**config.mk**
```make
export PLATFORM = sky130hd
export DESIGN_NAME = forward_hazard_unit_flat
export DESIGN_NICKNAME = d
export VERILOG_FILES = /design/src/rtl/fwd_pkg.sv /design/src/rtl/forward_hazard_unit_if.sv /design/src/rtl/mul_scoreboard.sv /design/src/rtl/forward_hazard_unit.sv /design/src/flat_wrapper.sv
export SDC_FILE = /design/constraint.sdc
export NUM_CORES = 1
export LEC_CHECK = 0
export ABC_CLOCK_PERIOD_IN_PS = 6000
export CAP_MARGIN = 20
export CORE_ASPECT_RATIO = 0.8
export CORE_UTILIZATION = 65
export DETAILED_ROUTE_END_ITERATION = 8
export DONT_BUFFER_PORTS = 1
export PLACE_DENSITY = 0.87
export SYNTH_ARGS = -nofsm -noshare
export SYNTH_HDL_FRONTEND = slang
export SYNTH_SLANG_ARGS = --single-unit
```
**constraint.sdc**
```tcl
create_clock -name clk -period 6 [get_ports clk]
set_clock_uncertainty 0.15 [all_clocks]
set_input_delay 1.2 -clock clk [delete_from_list [all_inputs] [get_ports clk]]
set_output_delay 1.2 -clock clk [all_outputs]
set_load 0.05 [all_outputs]
```
**src/rtl/fwd_pkg.sv**
```systemverilog
// fwd_pkg: operand-source encodings and multiplier latency bounds for the forwarding unit
package fwd_pkg;
  localparam logic [1:0] FWD_RF    = 2'b00;
  localparam logic [1:0] FWD_MEMWB = 2'b01;
  localparam logic [1:0] FWD_EXMEM = 2'b10;
  localparam logic [1:0] FWD_MUL   = 2'b11;
  localparam int MUL_LAT_MIN = 3;
  localparam int MUL_LAT_MAX = 8;
endpackage

```
**src/rtl/forward_hazard_unit_if.sv**
```systemverilog
// forward_hazard_unit_if: EX-stage operand/producer bundle and forwarding/stall results
interface forward_hazard_unit_if #(parameter int ADDR_W = 5, parameter int NUM_SRC = 2);
  logic                       ex_valid;
  logic [NUM_SRC*ADDR_W-1:0]  ex_rs;
  logic [NUM_SRC-1:0]         ex_rs_used;
  logic [ADDR_W-1:0]          ex_rd;
  logic                       ex_reg_write;
  logic                       ex_is_mul;
  logic [ADDR_W-1:0]          ex_mem_rd;
  logic                       ex_mem_reg_write;
  logic                       ex_mem_is_load;
  logic [ADDR_W-1:0]          mem_wb_rd;
  logic                       mem_wb_reg_write;
  logic [2*NUM_SRC-1:0]       fwd_sel;
  logic                       stall;
  logic                       mul_wb_valid;
  logic [ADDR_W-1:0]          mul_wb_rd;
  logic                       mul_busy;
  modport master(
    output ex_valid, ex_rs, ex_rs_used, ex_rd, ex_reg_write, ex_is_mul,
           ex_mem_rd, ex_mem_reg_write, ex_mem_is_load, mem_wb_rd, mem_wb_reg_write,
    input  fwd_sel, stall, mul_wb_valid, mul_wb_rd, mul_busy
  );
  modport slave(
    input  ex_valid, ex_rs, ex_rs_used, ex_rd, ex_reg_write, ex_is_mul,
           ex_mem_rd, ex_mem_reg_write, ex_mem_is_load, mem_wb_rd, mem_wb_reg_write,
    output fwd_sel, stall, mul_wb_valid, mul_wb_rd, mul_busy
  );
endinterface

```
**src/rtl/mul_scoreboard.sv**
```systemverilog
// mul_scoreboard: tracks in-flight multiplies and flags addresses still pending in stages 1..MUL_LAT-1
module mul_scoreboard #(
  parameter int ADDR_W  = 5,
  parameter int MUL_LAT = 4,
  parameter int NUM_CMP = 3
) (
  input  logic                             clk,
  input  logic                             rst,
  input  logic                             in_valid,
  input  logic [ADDR_W-1:0]                in_rd,
  input  logic [NUM_CMP-1:0][ADDR_W-1:0]   cmp_addr,
  output logic [NUM_CMP-1:0]               pend,
  output logic                             out_valid,
  output logic [ADDR_W-1:0]                out_rd,
  output logic                             busy
);
  logic [MUL_LAT-1:0]             vld_q, vld_d;
  logic [MUL_LAT-1:0][ADDR_W-1:0] rd_q, rd_d;
  logic [NUM_CMP-1:0][MUL_LAT-2:0] hit;
  always_comb begin
    vld_d = {vld_q[MUL_LAT-2:0], in_valid};
    rd_d  = {rd_q[MUL_LAT-2:0], in_rd};
  end
  always_ff @(posedge clk) begin
    if (rst) begin
      vld_q <= '0;
      rd_q  <= '0;
    end else begin
      vld_q <= vld_d;
      rd_q  <= rd_d;
    end
  end
  // the final stage is excluded: its result is forwardable, so it never blocks
  always_comb begin
    hit  = '0;
    pend = '0;
    for (int c = 0; c < NUM_CMP; c++) begin
      for (int s = 0; s < MUL_LAT-1; s++) hit[c][s] = vld_q[s] && rd_q[s] == cmp_addr[c];
      pend[c] = |hit[c];
    end
  end
  assign out_valid = vld_q[MUL_LAT-1];
  assign out_rd    = vld_q[MUL_LAT-1] ? rd_q[MUL_LAT-1] : '0;
  assign busy      = |vld_q;
endmodule

```
**src/rtl/forward_hazard_unit.sv**
```systemverilog
// forward_hazard_unit: EX operand-source select and load-use / multiply RAW / WAW stall generation
module forward_hazard_unit
  import fwd_pkg::*;
#(
  parameter int ADDR_W  = 5,
  parameter int NUM_SRC = 2,
  parameter int MUL_LAT = 4
) (
  input logic                 clk,
  input logic                 rst,
  forward_hazard_unit_if.slave bus
);
  logic [NUM_SRC:0][ADDR_W-1:0] cmp;
  logic [NUM_SRC:0]             pend;
  logic [NUM_SRC-1:0]           lu, raw;
  logic [NUM_SRC-1:0][1:0]      sel;
  logic                         waw, issue, sb_valid, sb_busy;
  logic [ADDR_W-1:0]            sb_rd;
  for (genvar i = 0; i < NUM_SRC; i++) begin : g_src
    logic [ADDR_W-1:0] rs;
    logic              used, em, mm, wb;
    assign rs      = bus.ex_rs[i*ADDR_W +: ADDR_W];
    assign used    = bus.ex_rs_used[i] && rs != '0;
    assign em      = used && bus.ex_mem_reg_write && bus.ex_mem_rd == rs;
    assign mm      = used && sb_valid && sb_rd == rs;
    assign wb      = used && bus.mem_wb_reg_write && bus.mem_wb_rd == rs;
    assign cmp[i]  = used ? rs : '0;
    assign lu[i]   = em && bus.ex_mem_is_load;
    assign raw[i]  = pend[i];
    assign sel[i]  = em ? FWD_EXMEM : mm ? FWD_MUL : wb ? FWD_MEMWB : FWD_RF;
  end
  // address 0 never matches: valid scoreboard entries always carry a nonzero rd
  assign cmp[NUM_SRC] = bus.ex_reg_write ? bus.ex_rd : '0;
  assign waw          = pend[NUM_SRC];
  assign bus.stall    = bus.ex_valid && (|lu || |raw || waw);
  assign issue        = bus.ex_valid && bus.ex_is_mul && bus.ex_reg_write && bus.ex_rd != '0 && !bus.stall;
  assign bus.fwd_sel  = sel;
  assign bus.mul_wb_valid = sb_valid;
  assign bus.mul_wb_rd    = sb_rd;
  assign bus.mul_busy     = sb_busy;
  mul_scoreboard #(.ADDR_W(ADDR_W), .MUL_LAT(MUL_LAT), .NUM_CMP(NUM_SRC+1)) u_sb (
    .clk(clk),
    .rst(rst),
    .in_valid(issue),
    .in_rd(bus.ex_rd),
    .cmp_addr(cmp),
    .pend(pend),
    .out_valid(sb_valid),
    .out_rd(sb_rd),
    .busy(sb_busy)
  );
endmodule

```
**src/flat_wrapper.sv**
```systemverilog
// flat-port wrapper written by rule: the top's interface ports become plain ports
module forward_hazard_unit_flat import fwd_pkg::*;
#(
  parameter int ADDR_W  = 5,
  parameter int NUM_SRC = 2,
  parameter int MUL_LAT = 4
)
  (clk, rst, bus_ex_valid, bus_ex_rs, bus_ex_rs_used, bus_ex_rd, bus_ex_reg_write, bus_ex_is_mul, bus_ex_mem_rd, bus_ex_mem_reg_write, bus_ex_mem_is_load, bus_mem_wb_rd, bus_mem_wb_reg_write, bus_fwd_sel, bus_stall, bus_mul_wb_valid, bus_mul_wb_rd, bus_mul_busy);
  forward_hazard_unit_if #(.ADDR_W(ADDR_W), .NUM_SRC(NUM_SRC)) bus_i ();
  input logic clk;
  input logic rst;
  input wire logic [$bits(bus_i.ex_valid)-1:0] bus_ex_valid;
  input wire logic [$bits(bus_i.ex_rs)-1:0] bus_ex_rs;
  input wire logic [$bits(bus_i.ex_rs_used)-1:0] bus_ex_rs_used;
  input wire logic [$bits(bus_i.ex_rd)-1:0] bus_ex_rd;
  input wire logic [$bits(bus_i.ex_reg_write)-1:0] bus_ex_reg_write;
  input wire logic [$bits(bus_i.ex_is_mul)-1:0] bus_ex_is_mul;
  input wire logic [$bits(bus_i.ex_mem_rd)-1:0] bus_ex_mem_rd;
  input wire logic [$bits(bus_i.ex_mem_reg_write)-1:0] bus_ex_mem_reg_write;
  input wire logic [$bits(bus_i.ex_mem_is_load)-1:0] bus_ex_mem_is_load;
  input wire logic [$bits(bus_i.mem_wb_rd)-1:0] bus_mem_wb_rd;
  input wire logic [$bits(bus_i.mem_wb_reg_write)-1:0] bus_mem_wb_reg_write;
  output wire logic [$bits(bus_i.fwd_sel)-1:0] bus_fwd_sel;
  output wire logic [$bits(bus_i.stall)-1:0] bus_stall;
  output wire logic [$bits(bus_i.mul_wb_valid)-1:0] bus_mul_wb_valid;
  output wire logic [$bits(bus_i.mul_wb_rd)-1:0] bus_mul_wb_rd;
  output wire logic [$bits(bus_i.mul_busy)-1:0] bus_mul_busy;
  assign bus_i.ex_valid = bus_ex_valid;
  assign bus_i.ex_rs = bus_ex_rs;
  assign bus_i.ex_rs_used = bus_ex_rs_used;
  assign bus_i.ex_rd = bus_ex_rd;
  assign bus_i.ex_reg_write = bus_ex_reg_write;
  assign bus_i.ex_is_mul = bus_ex_is_mul;
  assign bus_i.ex_mem_rd = bus_ex_mem_rd;
  assign bus_i.ex_mem_reg_write = bus_ex_mem_reg_write;
  assign bus_i.ex_mem_is_load = bus_ex_mem_is_load;
  assign bus_i.mem_wb_rd = bus_mem_wb_rd;
  assign bus_i.mem_wb_reg_write = bus_mem_wb_reg_write;
  assign bus_fwd_sel = bus_i.fwd_sel;
  assign bus_stall = bus_i.stall;
  assign bus_mul_wb_valid = bus_i.mul_wb_valid;
  assign bus_mul_wb_rd = bus_i.mul_wb_rd;
  assign bus_mul_busy = bus_i.mul_busy;
  forward_hazard_unit #(.ADDR_W(ADDR_W), .NUM_SRC(NUM_SRC), .MUL_LAT(MUL_LAT)) u_core (.clk(clk), .rst(rst), .bus(bus_i));
endmodule
```
==> results.cfg <==
[floorplanning]
rows = 18
die_w_microns = 67.6
core_sq_um = 3180
dieArea_sq_um = 3680
dieHeight_microns = 54.5
io_pins = 47
start_util_pct = 70.4

[routing]
wl_per_cell_microns = 18.6
drt_iter0_drc = 133
drc_errors = 0
finalWirelength_microns = 5520
avgViaCountPerCell = 6.69
postRouteAntennaNets = 0
via_count = 1980
first_pass_iters = 5

[sta]
worstMarginPinSlew_ps = 1040
setup_viol = 0
hold_violations = 0
final-max-slew-violation-count = 0
tns_ps = 0
slew_headroom_pct = 30.8
fmaxAchievable_ghz = 0.241
fin_crit_ps = 4150
grt_setup_unrepaired = false
hold_ws_ps = 406
min_period_over_period_pct = 69.2

[cts]
clk_latency_ps = 270
cts.sinks = 24
ctsLongestPathBuffers = 2
clkTransAtPathRegs_ps = 80
cts_inserted_buffers = 3
cts_setup_buffers = 0
cts_hold_buf = 0
ctsHtreeMaxLevel = 1
cts_tree = done
root_buffer = clkbuf_8
cts_resized = 0

[synth]
ys_types = 36
synthFlopType = dfxtp_1
async_reset_ff_share_pct = 0
yosys.cell_count.top_type = xnor2_1
yosysSeqAreaShare_pct = 21.5
yosys_warnings = 0
yosys-top-cells-count = 30 x xnor2_1, 27 x xor2_1, 24 x dfxtp_1
netlist.area_leader.share_pct = 21.5
avgSynthCellArea_sq_um = 7.93
yosysTopAreaCell = dfxtp_1
ys_seq_elements = 24
syn-cell-area_sq_um = 2240
synth-edff-count = 0
synthTopCellsByArea = dfxtp_1 21%, xnor2_1 12%, xor2_1 11%, nor2b_1 6.4%, a22o_1 5.9%
syn-num-nets = 317
synthCells = 282

[global_routing]
grt.met1_usage_pct = 43.0
use_met2_pct = 49.2
grt_busiest_layer = met2
grt_pass1_vias = 1657
grt_max_degree = 25
gr-usage-all-layers_pct = 30.8
grt_pass1_wl_microns = 8270
grt.overflow.total = 0
antenna_found_initial = 0
met3_usage_pct = 7.50

[setup_path]
worstPathCellList = or4_4 -> o21ai_4 -> nor3_2 -> o21ai_2 -> nand4_1 -> o31a_1
path_max_fanout = 12
cp-end-kind = primary output
arrival_ps = 2800
slowest_stage = or4_4
slowest_delay_ps = 530
reg2reg_from = u_core.u_sb.rd_d[19]$_SDFF_PP0_
worstSetupStartpointType = input pin
reg2reg_depth = 6
path_class = input pin to primary output
crit_required_ps = 4650
crit_start = bus_ex_rs[0]

[status]
status = finished clean

[placement]
io_buffer_count = 0
place_congestion = 0.899
hpwl_microns = 4010
place_inst = 292

[pwr]
irDropWorstVdd_uv = 240
cellLeakagePower_nw = 0.764
powerDensity_nw_per_um2 = 174
totalPowerFinal_uw = 385

[layout]
area_growth_pct = -1.17
fin_nets = 292
drive_gt1_share_pct = 7.03
fin_cells = 296
n_antenna_cell = 0
final_util_pct = 69.6

[job]
maxCapViolCount = 0

[hold_path]
holdPathStages = 1
min_path_type = flip-flop to flip-flop
hp-start = u_core.u_sb.vld_q[2]$_SDFF_PP0_
-- per-stage QoR --
stage | setup WS (ps) | cell area [sq um]
after global placement | 1910 | 2140
final | 1850 | 2210
after CTS | 1860 | 2210
after global routing | 1790 | 2210
after detailed placement | 1860 | 2140
after floorplan | 1420 | 2240
-- kinds of logic after synthesis --
| group | count (synthesis) | share of synthesized area, % |
|---|---|---|
| and+or+nand+nor | 109 | 29.1 |
| AOI/OAI and AO/OA | 60 | 19.7 |
| xor gates and xnor gates | 57 | 22.3 |
| buffers and inverters | 32 | 7.38 |
| DFF | 24 | 21.5 |
-- power by group --
group / switching (mW) / total (mW) / internal, mW / leakage, nW
sequential: 0.0119 / 0.176 / 0.164 / 0.196
clock: 0.0501 / 0.139 / 0.0892 / 0.0357
combinational: 0.0291 / 0.0698 / 0.0407 / 0.532
-- path summary, 6_finish.rpt --
check	to	slack, ps
min	u_core.u_sb.vld_q[3]$_SDFF_PP0_	410
max reg2reg	u_core.u_sb.vld_q[0]$_SDFF_PP0_	4070
min reg2reg	u_core.u_sb.vld_q[3]$_SDFF_PP0_	410
max	bus_stall	1850
-- worst max-delay path: cells and delay by family --
| kind | cells | cell delay (ps) |
|---|---|---|
| AO/OA/AOI/OAI | 3 | 820 |
| AND/OR/NAND/NOR | 3 | 780 |
-- flip-flops by register name (all words and copies together) (netlist names) --
register / flops
u_core.u_sb.rd_q: 5
u_core.u_sb.vld_q: 4
u_core.u_sb.rd_d: 15
-- placed cells by master (no fill, tap or decap), types with 3 or more instances in the layout --
cell type,netlist,final
a22o_1,15,15
clkbuf_8,0,3
o22ai_1,11,11
dfxtp_1,24,24
and2_1,3,3
nor2b_1,23,23
a22oi_1,3,3
nand3b_1,13,13
nand3_1,8,8
xor2_1,27,27
a31o_2,4,4
o21ai_0,16,16
xnor2_1,30,30
nor4bb_1,5,5
nand4_1,11,11
nand2_1,21,21
nor2_1,13,13
-- layer usage --
| metal | part of all wire [%] | wire (microns) |
|---|---|---|
| met5 | 0 | 0 |
| met4 | 1.4 | 78 |
| met3 | 10 | 553 |
| met2 | 44 | 2430 |
| met1 | 45 | 2460 |
-- final cells by class --
cell class,instances,area (sq um)
clock buffers,3,41.3
clock inverters,1,30.0
fillers,261,965
inverters,2,7.51
multi-input cells,226,1600
flip-flops and latches,24,480
well taps,40,50.0
Note: power is estimated with default switching activity, not from simulation.
